<file path="config.mk">
export PLATFORM = sky130hd
export DESIGN_NAME = multi_ch_trig
export DESIGN_NICKNAME = d
export VERILOG_FILES = /design/src/rtl/multi_ch_trig.sv
export SDC_FILE = /design/constraint.sdc
export NUM_CORES = 1
export LEC_CHECK = 0
export ABC_CLOCK_PERIOD_IN_PS = 2900
export CORE_ASPECT_RATIO = 1.5
export CORE_MARGIN = 1
export CORE_UTILIZATION = 52
export CTS_CLUSTER_SIZE = 10
export DETAILED_ROUTE_END_ITERATION = 12
export PLACE_DENSITY = 0.81
export RECOVER_POWER = 50
export SETUP_SLACK_MARGIN = 0.02
export SLEW_MARGIN = 20
export SYNTH_ARGS = -nofsm -noshare
export SYNTH_HDL_FRONTEND = slang
export SYNTH_SLANG_ARGS = --single-unit
</file>
<file path="constraint.sdc">
create_clock -name clk -period 2.9 [get_ports clk]
set_clock_uncertainty 0.05 [all_clocks]
set_input_delay 0.58 -clock clk [delete_from_list [all_inputs] [get_ports clk]]
set_output_delay 0.58 -clock clk [all_outputs]
set_load 0.02 [all_outputs]
</file>
<file path="src/rtl/multi_ch_trig.sv">
// multi_ch_trig: per-channel threshold discriminator feeding a k-of-n coincidence and a fixed-length trigger window.
// Latency: a sample above threshold at edge k gives otrig/trig_start after edge k+2 (fire_r stage, coincidence stage, FSM).
// Backpressure: fifo_full blocks new triggers (counted in lost_cnt); an open window is never cut short by it.
// Option: define MULTI_CH_TRIG_RETRIG_EN to let coincidences inside the window extend it (default: ignored).
module multi_ch_trig #(
  parameter int NCH     = 2,
  parameter int DW      = 14,
  parameter int THRES   = 800,
  parameter int TRGTIME = 70,
  parameter int HOLDOFF = 16
) (
  input  logic              clk,
  input  logic              rst_n,
  input  logic              arm,
  input  logic [NCH-1:0]    ch_mask,
  input  logic [3:0]        mult,
  input  logic [NCH*DW-1:0] tdat,
  input  logic [NCH*DW-1:0] baseline,
  input  logic              fifo_full,
  output logic              otrig,
  output logic              trig_start,
  output logic [NCH-1:0]    trig_pattern,
  output logic [15:0]       evt_cnt,
  output logic [15:0]       lost_cnt
);

`ifdef MULTI_CH_TRIG_RETRIG_EN
  localparam bit RETRIG_EN = 1'b1;
`else
  localparam bit RETRIG_EN = 1'b0;
`endif

  localparam logic [DW:0] THRES_V   = THRES[DW:0];
  localparam logic [15:0] WIN_LOAD  = 16'(TRGTIME - 1);
  localparam logic [15:0] HOLD_LOAD = 16'((HOLDOFF > 0) ? (HOLDOFF - 1) : 0);

  typedef enum logic [1:0] {IDLE, ARMED, ACTIVE, HOLD} state_t;

  state_t           state, state_nxt;
  logic [NCH-1:0]   fire_now, fire_r;
  logic [NCH-1:0]   pat;
  logic [NCH-1:0]   pat_r;
  logic             coinc, coinc_r;
  logic [DW:0]      diff;
  logic [4:0]       pop;
  logic [3:0]       mult_eff;
  logic             accept, lost, retrig;
  logic [15:0]      win_cnt, hold_cnt;
  logic [15:0]      evt_cnt_q;

  assign evt_cnt = evt_cnt_q;

  // Discriminate each channel: the extra top bit of the difference flags samples below baseline.
  always_comb begin
    fire_now = '0;
    diff     = '0;
    for (int i = 0; i < NCH; i++) begin
      diff        = {1'b0, tdat[i*DW +: DW]} - {1'b0, baseline[i*DW +: DW]};
      fire_now[i] = !diff[DW] && (diff > THRES_V);
    end
  end

  // Count enabled fired channels against the requested multiplicity (0 treated as 1).
  always_comb begin
    pat      = fire_r & ch_mask;
    pop      = '0;
    mult_eff = (mult == 4'd0) ? 4'd1 : mult;
    for (int i = 0; i < NCH; i++) begin
      pop = pop + 5'(pat[i]);
    end
    coinc = (pop >= {1'b0, mult_eff});
  end

  // Two pipeline stages: registered discriminator, then registered coincidence and its pattern.
  always_ff @(posedge clk) begin
    if (!rst_n) begin
      fire_r  <= '0;
      coinc_r <= 1'b0;
      pat_r   <= '0;
    end else begin
      fire_r  <= fire_now;
      coinc_r <= coinc;
      pat_r   <= pat;
    end
  end

  // Next-state decode; arm=0 in ARMED wins over a coincidence on the same cycle.
  always_comb begin
    state_nxt = state;
    accept    = 1'b0;
    lost      = 1'b0;
    retrig    = 1'b0;
    case (state)
      IDLE: begin
        if (arm) state_nxt = ARMED;
      end
      ARMED: begin
        if (!arm) begin
          state_nxt = IDLE;
        end else if (coinc_r) begin
          if (fifo_full) begin
            lost = 1'b1;
          end else begin
            accept    = 1'b1;
            state_nxt = ACTIVE;
          end
        end
      end
      ACTIVE: begin
        if (RETRIG_EN && coinc_r) begin
          retrig = 1'b1;
        end else if (win_cnt == 16'd0) begin
          if (HOLDOFF == 0) state_nxt = arm ? ARMED : IDLE;
          else              state_nxt = HOLD;
        end
      end
      HOLD: begin
        if (hold_cnt == 16'd0) state_nxt = arm ? ARMED : IDLE;
      end
      default: state_nxt = IDLE;
    endcase
  end

  // State register plus registered window flag and start pulse.
  always_ff @(posedge clk) begin
    if (!rst_n) begin
      state      <= IDLE;
      otrig      <= 1'b0;
      trig_start <= 1'b0;
    end else begin
      state      <= state_nxt;
      otrig      <= (state_nxt == ACTIVE);
      trig_start <= accept;
    end
  end

  // Window counter holds the remaining ACTIVE cycles after the current one.
  always_ff @(posedge clk) begin
    if (!rst_n) begin
      win_cnt <= '0;
    end else if (accept || retrig) begin
      win_cnt <= WIN_LOAD;
    end else if (state == ACTIVE && win_cnt != 16'd0) begin
      win_cnt <= win_cnt - 16'd1;
    end
  end

  // Holdoff counter, loaded as the window closes into HOLD.
  always_ff @(posedge clk) begin
    if (!rst_n) begin
      hold_cnt <= '0;
    end else if (state == ACTIVE && state_nxt == HOLD) begin
      hold_cnt <= HOLD_LOAD;
    end else if (state == HOLD && hold_cnt != 16'd0) begin
      hold_cnt <= hold_cnt - 16'd1;
    end
  end

  // Event pattern and saturating statistics counters.
  always_ff @(posedge clk) begin
    if (!rst_n) begin
      trig_pattern <= '0;
      evt_cnt_q    <= '0;
      lost_cnt     <= '0;
    end else begin
      if (accept)      trig_pattern <= pat_r;
      else if (retrig) trig_pattern <= trig_pattern | pat_r;
      if (accept && evt_cnt_q != 16'hFFFF) evt_cnt_q <= evt_cnt_q + 16'd1;
      if (lost && lost_cnt != 16'hFFFF)    lost_cnt  <= lost_cnt + 16'd1;
    end
  end

endmodule

</file>
; ---- After elaboration in Yosys (flattened, before gate mapping)
; Cells that the tools add are included.
[word_totals]
reg_bits = 75
input_bits = 66
output_inout_bits = 36
word_cells = 72
[op_classes]
addsub = 7
magnitude_cmp = 3
n_eq_ne = 7
n_mux = 21
bitwise = 2
reduce_logical = 19
[op_table]
columns = op, n
row1 = 16-bit by 1-bit adder with 16-bit output (second input constant), 2
row2 = 16-bit logical NOT, 2
row3 = 16-bit != test (second input constant), 2
row4 = 16-bit nonzero test, 2
row5 = 16-bit by 1-bit subtractor with 16-bit output (second input constant), 2
row6 = 15-bit by 10-bit > comparator with 1-bit output (second input constant), 2
row7 = 14-bit by 14-bit subtractor with 15-bit output, 2
row8 = 7-bit 2-to-1 mux, 2
row9 = 2-bit 2-to-1 mux, 6
row10 = 4-bit 2-to-1 mux, 3
row11 = 1-bit 2-to-1 mux, 9
row12 = 2-bit equality test (second input constant), 4
row13 = 2-bit case mux with 4 select lines, 1
row14 = 1-bit logical AND, 7
row15 = 2-bit by 4-bit >= comparator with 1-bit output, 1
row16 = 4-bit logical NOT, 1
row17 = 2-bit nonzero test, 2
row18 = 2-bit OR reduction, 2
row19 = 1-bit by 1-bit adder with 2-bit output, 1
row20 = 2-bit AND, 1
row21 = 2-bit by 1-bit equality test with 1-bit output (second input constant), 1
row22 = 1-bit logical NOT, 2
row23 = 2-bit logical NOT, 1
row24 = 1-bit inverter, 1

; ---- Logic depth before layout (Yosys ltp)
[depth]
word_depth = 7
mapped_depth = 11
ltp_nobuf = 11

; ---- Worst setup path before layout
; Ideal clock, no wire load.
[synth_path]
path_kind = input-to-reg
startpoint = in tdat[0]
endpoint = reg fire_r[0]
setup_time_ns = 0.127
arrival_ns = 2.495
path_slack_ns = 0.228
path_stages = 11
cell_sequence = inv_1 > ha_1 > fa_1 > nor2b_1 > o21bai_1 > a31oi_1 > a31oi_2 > mux2i_1 > o22a_1 > nor4_1 > a211oi_1
[synth_via]
elab_chain_len = 3
[synth_lines]
columns = element, line
row1 = "start, declared", 17  ; input logic [NCH*DW-1:0] tdat,
row2 = 14-bit by 14-bit subtractor with 15-bit output *, 58  ; diff = {1'b0, tdat[i*DW +: DW]} - {1'b0, baseline[i*DW +: DW]};
row3 = 15-bit by 10-bit > comparator with 1-bit output or 1-bit logical NOT (tied branches), 59  ; fire_now[i] = !diff[DW] && (diff > THRES_V);
row4 = 1-bit logical AND *, 59
row5 = "end signal, assigned", 81  ; fire_r <= fire_now;
row6 = "end, declared", 40  ; logic [NCH-1:0] fire_now, fire_r;
; Every way passes the cells marked *; elsewhere a longest branch is shown, timed or not.
; A chain may end at the register's enable or synchronous reset.

; ---- Worst setup path after layout
[layout_path]
startpoint = in baseline[1]
endpoint = reg fire_r[0]
[layout_via]
elab_chain_len = 3
[layout_lines]
columns = element, line
row1 = "start, declared", 18  ; input logic [NCH*DW-1:0] baseline,
row2 = 14-bit by 14-bit subtractor with 15-bit output *, 58
row3 = 15-bit by 10-bit > comparator with 1-bit output or 1-bit logical NOT (tied branches), 59
row4 = 1-bit logical AND *, 59
; Marked as above.

==> flow_summary.ini <==
[cells_and_area]
drive_above_1_share_pct = 13.5
n_fill_cell = 661
finish.instance_area_sq_mm = 0.00649
fin_cells = 807
antenna_cells = 0
area_growth_pct = 35.9
fin_nets = 795

[placed_design]
io_buffer_count = 101
place_congestion = 0.840
dp.cells = 790
placed_area_sq_mm = 0.00610
post-place-ws_ns = -0.398
hpwl_um = 8800

[setup_path]
critPathCaptureType = flip-flop
required_ns = 3.06
ff2ff_path_depth = 8
cp.arrival_ns = 2.97
cp_max_fo = 2
regToRegStartpoint = win_cnt[0]
reg2reg_slack_ns = 0.42
worst_r2r_endpoint = win_cnt[5]
critPathLaunchType = input port
worst-setup-path-type = in -> reg

[sta]
timing.hold.ws_ns = 0.395
slew_violations = 0
grt_setup_unrepaired = yes
setup_viol = 0
setup_slack_ns = 0.0940
slew_headroom_pct = 39.0
tightest_slew_ns = 0.916
finalCriticalPeriod_ns = 2.81
fmax_mhz = 356
period_share_pct = 96.8
final-hold-violation-count = 0

[min_path]
min-delay-start = pat_r[0]
hold_class = reg -> reg
hold_depth = 2
min_delay_worst_endpoint = trig_pattern[0]

[pwr]
p_int_mw = 1.97
swShare_pct = 25.9
p_leak_nw = 2.76
peakVddDrop_uv = 339
comb_power_share_pct = 18.9
pwr-share-clk_pct = 42.0
p_per_area_mw_per_mm2 = 410
switching_power_mw = 0.691
power_mw = 2.66
p_seq_share_pct = 39.1

[yosys]
ys_ff_latch = 75
synth_cell_types = 71
synthAdderAreaFrac_pct = 10.0
synth-xor-area-share_pct = 11.9
yosysWarnings = 0
dominantRegCellSynth = dfxtp_1
synth.cell_area_sq_mm = 0.00478
synth_compound_area_share_pct = 14.4
synth_top_family_by_area = simple AND/OR/NAND/NOR gates
synthSimpleGateAreaFrac_pct = 26.5
async_flop_share_pct = 0
yosysSeqAreaShare_pct = 31.4
synth_cells = 560
synth_nets = 663
synth_edf_count = 0
synthMuxAreaShare_pct = 1.28
syn-mean-instance-area_sq_um = 8.53

[floorplan]
rows = 42
coreArea_sq_mm = 0.00888
die_y_um = 119
dieArea_sq_mm = 0.00958
ios = 102
die_width_um = 80.3
start_util_pct = 53.8

[global_routing]
grtUsageTotal_pct = 25.5
gr-total-overflow = 0
antenna_found_initial = 0
first_global_vias = 4577
grt_pass1_wl_um = 19500
grt_max_degree = 44

[detailed_routing]
drc = 0
viasPerCell = 5.57
antenna_left = 0
vias = 4497
wl_per_cell_um = 14.4
finalWirelength_um = 11700
drt_first_pass_iters = 4
drtIter0Drc = 188

[cts]
cts.clk_slew.worst_paths_ns = 0.06
htreeDepth = 3
clkSinkCount = 75
clkLatencyLatePin_ns = 0.34
cts_tree = done
clockRootBuffer = clkbuf_16
clock_path_buffers = 2
cts_buffers = 9

[status]
status = finished, final reports clean

[flow_run]
drv_cap = 0
layout by cell type, fill, tap and decap left out, types with 4 or more instances in the layout:
cell type and count:
a21o_1 6, a21oi_1 31, a31oi_1 8, a31oi_4 4, and2_1 5, and3_1 8
buf_4 26, clkbuf_16 9, clkdlybuf4s50_1 65, dfxtp_1 75, dlygate4sd3_1 34, ha_1 34
inv_1 47, mux2i_1 5, nand2_1 30, nand3_1 17, nand4_1 8, nor2_1 68
nor2b_1 7, nor3_1 18, nor4_1 7, o21ai_0 18, or2_2 4, or3_1 11
xnor2_1 30, xor2_1 35
power groups by stage:
stage                     combinational (mW)  clock, mW  sequential (mW)
after floorplan                        0.279          0             1.06
after global placement                 0.448          0             1.06
after detailed placement               0.465          0             1.06
after CTS                              0.474       1.13             1.04
after global routing                   0.551       1.18             1.04
final                                  0.505       1.12             1.04
synth_stat cells, types with 3 or more instances:
cell type | n | area [sq um]
xor2_1 | 35 | 307
nand2b_1 | 3 | 18.8
mux2i_1 | 5 | 50.1
o211ai_1 | 3 | 22.5
o21a_1 | 3 | 22.5
dfxtp_1 | 75 | 1500
inv_1 | 47 | 176
clkbuf_1 | 7 | 26.3
nand3_1 | 18 | 90.1
or4_4 | 3 | 33.8
nand2_1 | 31 | 116
ha_1 | 35 | 438
a21o_1 | 6 | 45.0
a31oi_1 | 9 | 56.3
nor4_1 | 8 | 50.1
or3_1 | 11 | 68.8
nor2b_1 | 10 | 62.6
o21ai_0 | 18 | 90.1
or2_2 | 4 | 25.0
o21bai_1 | 3 | 22.5
nor2_1 | 68 | 255
xnor2_1 | 30 | 263
and3_1 | 8 | 50.1
and2_1 | 5 | 31.3
nand3b_1 | 3 | 22.5
nor3_1 | 18 | 90.1
a21oi_1 | 30 | 150
o2111ai_1 | 4 | 35.0
nand4_1 | 8 | 50.1
layer usage:
layer	track usage, %	up-vias	wire (um)
met5	0	-	0
met4	9.71	0	248
met3	3.75	25	461
met2	49.3	116	6490
met1	26.7	2131	4460
li1	-	2225	-
metrics by stage:
| step | TNS [ns] | util (%) |
|---|---|---|
| 6_report | 0 | 73.1 |
| 2_1_floorplan | 0 | - |
| 3_5_place_dp | -0.779 | 68.6 |
| 4_1_cts | 0 | 72.2 |
| 3_3_place_gp | -0.620 | 68.6 |
| 5_1_grt | -0.0143 | 73.1 |
logic make-up after synthesis:
kind of cell	count (synthesis)
adders and majority gates	37
xor gates and xnor gates	65
DFF	75
buffers and inverters	56
and+or+nand+nor	223
AOI/OAI and AO/OA	98
muxes	6
area by class of cell:
type / instances / area, sq um / share of cell area [%]
tap: 110 / 138 / 2.12
clock buffer: 9 / 225 / 3.47
multi-input combinational: 429 / 3150 / 48.4
timing repair buffer: 129 / 1230 / 18.9
sequential: 75 / 1500 / 23.1
inverter: 48 / 180 / 2.78
clock inverter: 7 / 75.1 / 1.16
worst max path at each step:
stage | to | slack, ns | from
3_3_place_gp | fire_r[0] | -0.32 | tdat[0]
3_5_place_dp | fire_r[0] | -0.40 | tdat[0]
6_report | fire_r[0] | 0.09 | baseline[1]
2_1_floorplan | fire_r[0] | 0.23 | tdat[0]
5_1_grt | fire_r[0] | -0.01 | baseline[1]
4_1_cts | fire_r[0] | 0.03 | tdat[0]
worst max-delay path, stage by stage:
cell,delay [ns]
clkdlybuf4s50_1,0.52
inv_1,0.06
ha_1,0.27
nor2b_2,0.19
o2111ai_2,0.15
nand3_1,0.10
o311ai_0,0.15
xnor2_1,0.17
o311a_1,0.38
nor4_2,0.30
a211oi_1,0.09
repair_timing:
action                                  CTS  global route
resized for setup                         5            19
pin swaps                                 3            11
gates cloned                              0             0
setup buffers                             1             0
hold buffers                              0             0
endpoints found under the setup margin    2             2
flip-flops by register name, indices dropped and copies added, names as in the netlist:
register      flops
pat_r             2
state             2
otrig             1
fire_r            2
evt_cnt          16
coinc_r           1
hold_cnt         16
lost_cnt         16
trig_start        1
trig_pattern      2
win_cnt          16
Note: power is estimated with default switching activity, not from simulation.
